$ cat src/rtl/mem_access_pkg.sv
// mem_access_pkg: shared size/state encodings and request legality check for the load/store unit.
//   SIZE_B/SIZE_H/SIZE_W : request size codes (2'b11 is illegal)
//   state_t              : ST_IDLE, ST_RD, ST_WR
//   bad_req()            : 1 when a size/offset pair is misaligned or illegal
package mem_access_pkg;
   typedef enum logic [1:0] {ST_IDLE = 2'd0, ST_RD = 2'd1, ST_WR = 2'd2} state_t;
   localparam logic [1:0] SIZE_B = 2'b00;
   localparam logic [1:0] SIZE_H = 2'b01;
   localparam logic [1:0] SIZE_W = 2'b10;
   function automatic logic bad_req(input logic [1:0] off, input logic [1:0] size);
      return (size == 2'b11) || (size == SIZE_H && off[0]) || (size == SIZE_W && off != 2'b00);
   endfunction
endpackage

$ cat src/rtl/mem_lane.sv
// mem_lane: combinational lane select/extend for loads and lane merge for sub-word stores.
//   word  : RAM word read back
//   off   : byte offset within the word
//   size  : access size code
//   uns   : zero-extend loads when set
//   wdata : right-aligned store data
//   ld    : extended load value
//   st    : word with the store lane replaced, other bytes kept
module mem_lane
   import mem_access_pkg::*;
(
   input  logic [31:0] word,
   input  logic [1:0]  off,
   input  logic [1:0]  size,
   input  logic        uns,
   input  logic [31:0] wdata,
   output logic [31:0] ld,
   output logic [31:0] st
);
   logic [31:0] shifted, mask, ins;
   logic [15:0] h;
   always_comb begin
      shifted = word >> {off, 3'b000};
      h       = off[1] ? word[31:16] : word[15:0];
      ld      = size == SIZE_B ? {{24{shifted[7] & ~uns}}, shifted[7:0]} :
                size == SIZE_H ? {{16{h[15] & ~uns}}, h} : word;
      // Replicating the store data puts it in every lane; the mask picks the target one.
      mask    = size == SIZE_B ? 32'h0000_00FF << {off, 3'b000} :
                size == SIZE_H ? (off[1] ? 32'hFFFF_0000 : 32'h0000_FFFF) : 32'hFFFF_FFFF;
      ins     = size == SIZE_B ? {4{wdata[7:0]}} :
                size == SIZE_H ? {2{wdata[15:0]}} : wdata;
      st      = (word & ~mask) | (ins & mask);
   end
endmodule

$ cat src/rtl/mem_access.sv
// mem_access: byte-addressed load/store unit driving a single-port word RAM; sub-word stores use read-modify-write.
//   clk, rst_n                    : clock, asynchronous active-low reset
//   req_valid/req_ready           : request handshake (ready only in IDLE)
//   req_we, req_addr, req_size    : store flag, byte address, size code
//   req_unsigned, req_wdata       : load zero-extend flag, right-aligned store data
//   resp_valid/resp_rdata/resp_err: registered one-cycle response
//   mem_addr/mem_din/mem_re/mem_we: RAM word address, write data, enables
//   mem_dout                      : RAM read data, one cycle after mem_re
module mem_access
   import mem_access_pkg::*;
(
   input  logic        clk,
   input  logic        rst_n,
   input  logic        req_valid,
   output logic        req_ready,
   input  logic        req_we,
   input  logic [31:0] req_addr,
   input  logic [1:0]  req_size,
   input  logic        req_unsigned,
   input  logic [31:0] req_wdata,
   output logic        resp_valid,
   output logic [31:0] resp_rdata,
   output logic        resp_err,
   output logic [29:0] mem_addr,
   output logic [31:0] mem_din,
   output logic        mem_re,
   output logic        mem_we,
   input  logic [31:0] mem_dout
);
   state_t state, state_nx;
   logic [31:0] a_addr, a_wdata, merged, ld_val, st_val;
   logic [1:0]  a_size;
   logic        a_uns, a_we, accept, err, wstore;

   assign req_ready = state == ST_IDLE;
   assign accept    = req_valid && req_ready;
   assign err       = bad_req(req_addr[1:0], req_size);
   assign wstore    = req_we && req_size == SIZE_W;

   mem_lane u_lane (
      .word  (mem_dout),
      .off   (a_addr[1:0]),
      .size  (a_size),
      .uns   (a_uns),
      .wdata (a_wdata),
      .ld    (ld_val),
      .st    (st_val)
   );

   always_comb begin
      state_nx = state;
      mem_re   = 1'b0;
      mem_we   = 1'b0;
      mem_addr = a_addr[31:2];
      mem_din  = merged;
      case (state)
         ST_IDLE: begin
            mem_addr = req_addr[31:2];
            mem_din  = req_wdata;
            mem_re   = accept && !err && !wstore;
            mem_we   = accept && !err && wstore;
            state_nx = mem_re ? ST_RD : ST_IDLE;
         end
         ST_RD:   state_nx = a_we ? ST_WR : ST_IDLE;
         ST_WR: begin
            mem_we   = 1'b1;
            state_nx = ST_IDLE;
         end
         default: state_nx = ST_IDLE;
      endcase
   end

   always_ff @(posedge clk or negedge rst_n) begin
      if (!rst_n) begin
         state      <= ST_IDLE;
         a_addr     <= '0;
         a_wdata    <= '0;
         a_size     <= '0;
         a_uns      <= 1'b0;
         a_we       <= 1'b0;
         merged     <= '0;
         resp_valid <= 1'b0;
         resp_rdata <= '0;
         resp_err   <= 1'b0;
      end else begin
         state <= state_nx;
         if (mem_re) begin
            a_addr  <= req_addr;
            a_wdata <= req_wdata;
            a_size  <= req_size;
            a_uns   <= req_unsigned;
            a_we    <= req_we;
         end
         if (state == ST_RD) merged <= st_val;
         // Errors and word stores finish in the accept cycle; loads finish in RD, RMW stores in WR.
         resp_valid <= (accept && (err || wstore)) || (state == ST_RD && !a_we) || state == ST_WR;
         resp_err   <= accept && err;
         resp_rdata <= (state == ST_RD && !a_we) ? ld_val : '0;
      end
   end
endmodule

$ cat config.mk
export PLATFORM = sky130hd
export DESIGN_NAME = mem_access
export DESIGN_NICKNAME = d
export VERILOG_FILES = /design/src/rtl/mem_access_pkg.sv /design/src/rtl/mem_lane.sv /design/src/rtl/mem_access.sv
export SDC_FILE = /design/constraint.sdc
export NUM_CORES = 1
export LEC_CHECK = 0
export ABC_CLOCK_PERIOD_IN_PS = 2800
export CORE_MARGIN = 1
export CORE_UTILIZATION = 37
export DETAILED_ROUTE_END_ITERATION = 8
export HOLD_SLACK_MARGIN = 0.08
export PLACE_DENSITY_LB_ADDON = 0.25
export SYNTH_ARGS = -nofsm -noshare
export SYNTH_HDL_FRONTEND = slang
export SYNTH_SLANG_ARGS = --single-unit
$ cat constraint.sdc
create_clock -name clk -period 2.8 [get_ports clk]
set_clock_uncertainty 0.2 [all_clocks]
set_input_delay 0.28 -clock clk [delete_from_list [all_inputs] [get_ports clk]]
set_output_delay 0.28 -clock clk [all_outputs]
set_load 0.005 [all_outputs]
==> results.md <==
- GR Overflow Total: 0
- DRC: 0
- Most frequent cell after synthesis: dfrtp_1
- CP endpoint kind: output port
- Synth Instances: between 500 and 600
- Final cell count without fillers: approximately 1000
- Final estimated routing congestion in global placement: 0.881
- Reg power frac: 40.6%
- Worst-path cell chain: nor2_4, buf_4, mux2_2, clkdlybuf4s50_1
- Clock-pin slew on the worst setup and hold paths: around 0.06 ns
- Die height: 137 um
- Worst path max stage delay: roughly 0.50 ns
- Sw Ratio: between 30% and 40%
- Top cell type's share of synthesized area: 50.3%
- Initial Utilization: roughly 38%
- Worst R2R Setup Slack: ~0.60 ns
- Relative slew slack: slightly below 30%
- RSZ-0062 raised after global routing: false
- Largest net degree at the start of global routing: 80
- Internal: about 5.1 mW
- Yosys reg bits: between 100 and 150
- Worst Path Max Fanout: 16
- Placement Setup Slack: 0.243 ns
- H-tree depth: 4
- Initial antenna violation count: 0
- Tot GR Track Use: between 20% and 30%
- Final Cycle Share: between 90% and 100%
- P&R area growth vs syn: 41.1%
- Final hold vios: 0
- Dominant cells by area after synthesis: dfrtp_1 50%, mux2_2 19%, mux2_4 4.4%
- Syn avg cell area: between 10 and 15 um2
- Detail Route Antenna Nets: 0
- Sw Pwr: 2.21 mW
- Setup TNS: 0 ns
- Clk root buf: clkbuf_16
- Post-detail-place hpwl: ~15000 um
- WP data arrival: about 2.2 ns
- Final setup fails: 0
- IO Port Bufs: about 200
- Final core utilization: a little over half
- CTS Sinks: 136
- Die X: 137 um
- Lkg Pwr: 4.02 nW
- Hold_ws: 0.266 ns
- First-pass GRT wire length: approximately 30000 um
- Fin crit period: around 2.7 ns
- Setup CP Type: reg2out
- Number of flops mapped to enable cells by yosys: 0
- Synth area leader: dfrtp_1
- Routed via count: between 5000 and 6000
- Power Total: 7.26 mW
- Share of layout cells above drive strength 1: around a quarter
- Design Area, Final: ~9500 um2
- Final Worst Setup Slack: 0.127 ns
- Clock tree buffer depth: 2
- Core ar.: between 15000 and 20000 um2
- 1st-iter DRT viols: 240
- Register area share after synthesis: around 50%
- Max frequency: around 370 MHz
- Clk pwr share: ~29%
- Worst-Skew Late Latency: 0.42 ns
- CTS tree: yes
- Setup Buffers After CTS: 0
- Outcome: completed
- Dpl cells: between 900 and 1000
- Avg WL per Cell: between 15 and 20 um
- Max Slew Vio Count: 0
- DR pass1 iterations: 5
- Max rail drop VDD: between 0.4 and 0.5 mV
- PD cells: 760 nW/um2
- Synth unique cells: 48
- Num rows: just under 50
- CP required: between 2 and 2.5 ns
- Boundary Pins: approximately 200
- Most instantiated cells after synthesis: 136 x dfrtp_1, 113 x mux2_2, 45 x a21oi_1
- Routed vias/inst: 5.27
- Fraction of registers with async set/reset: 100%
- Synth Net Count: roughly 660
- Max_cap viols: 0
- Comb pwr share: 30.6%
- Cts bufs inserted: 17
- Routed WL: about 20000 um
- Tightest Pin Transition: about 1.1 ns
- HP Class: in2async
- Area after DPL: between 8000 and 9000 um2
- CP startpoint kind: flip-flop
- Crit-path slowest cell: clkdlybuf4s50_1
- Synth warn: 0
- Number of global-route vias before repair: 5348
- Number of nets in the layout: approximately 860
- Post-synthesis cell area: 6770 um2
- Die area: 18800 um2
- Prevailing post-synth register cell: dfrtp_1
## cells by family (layout without fill, tap and decap cells)
kind of cell / count (synthesis) / count (layout) / share of synthesized area (%)
AO/OA/AOI/OAI: 138 / 138 / 13.3
other: 0 / 1 / 0
multiplexers: 145 / 145 / 25.4
flip-flops: 136 / 136 / 50.3
buffers and inverters: 58 / 271 / 4.92
AND/OR/NAND/NOR: 83 / 83 / 6.14
## critical path: cells and delay by family, from the launching register on
kind                   cells  cell delay (ns)
buffers and inverters      2             0.78
AND/OR/NAND/NOR            1             0.19
flip-flops                 1             0.45
multiplexers               1             0.37
## layer usage
layer / global-route usage [%] / part of all wire (%) / up-vias
li1: - / - / 2444
met1: 29.1 / 44 / 2580
met2: 33.3 / 47 / 227
met3: 4.53 / 6.1 / 32
met4: 8.97 / 2.4 / 0
met5: 0 / 0 / -
## path summary, 6_finish.rpt
path,startpoint,depth (start not counted),end
setup / recovery,state[1]$_DFF_PN0_,4,mem_din[31]
hold / removal,rst_n,2,a_addr[6]$_DFFE_PN0P_
setup reg to reg,a_size[0]$_DFFE_PN0P_,4,merged[31]$_DFFE_PN0P_
hold reg to reg,merged[22]$_DFFE_PN0P_,2,merged[22]$_DFFE_PN0P_
max in group asynchronous,rst_n,3,a_wdata[20]$_DFFE_PN0P_
min in group clk,merged[22]$_DFFE_PN0P_,2,merged[22]$_DFFE_PN0P_
## area by class of cell
| class | count | area, um2 |
|---|---|---|
| fillers | 1526 | 8420 |
| multi-input cells | 366 | 3040 |
| diodes | 1 | 2.50 |
| well taps | 229 | 287 |
| inverters | 19 | 73.8 |
| repair buffers | 221 | 2190 |
| flip-flops and latches | 136 | 3400 |
| clock buffers | 20 | 447 |
| clock inverters | 11 | 103 |
## flip-flops by register name (all words and copies together) (netlist names)
signal	flops
a_we	1
resp_valid	1
a_addr	32
a_uns	1
state	2
a_size	2
a_wdata	32
merged	32
resp_err	1
resp_rdata	32
## cells in the final DEF (no fill, tap or decap), drive strengths merged, types with 3 or more instances in the layout
cell type,instances
mux2,133
nand2b,3
inv,19
mux2i,10
clkdlybuf4s50,200
a21oi,47
clkbuf,20
clkinvlp,3
buf,20
a222oi,5
o22a,3
a211oi,8
nand2,22
nor2,28
o221a,8
a21o,3
dfrtp,136
nor3,8
o21ai,33
nor2b,10
o22ai,3
clkinv,7
a22oi,22
## power groups by stage
stage	Combinational (mW)	Clock, mW	Sequential (mW)
after global placement	2.16	0	2.95
after floorplan	1.39	0	2.74
after global routing	2.41	2.19	3.02
after detailed placement	2.21	0	2.97
final	2.22	2.09	2.95
after CTS	2.23	2.12	2.95
## timing repair
action | CTS | global route
hold buffers | 1 | 0
hold endpoints to repair | 76 | 0
gates resized for setup | 0 | 0
(Power assumes the default switching activity.)
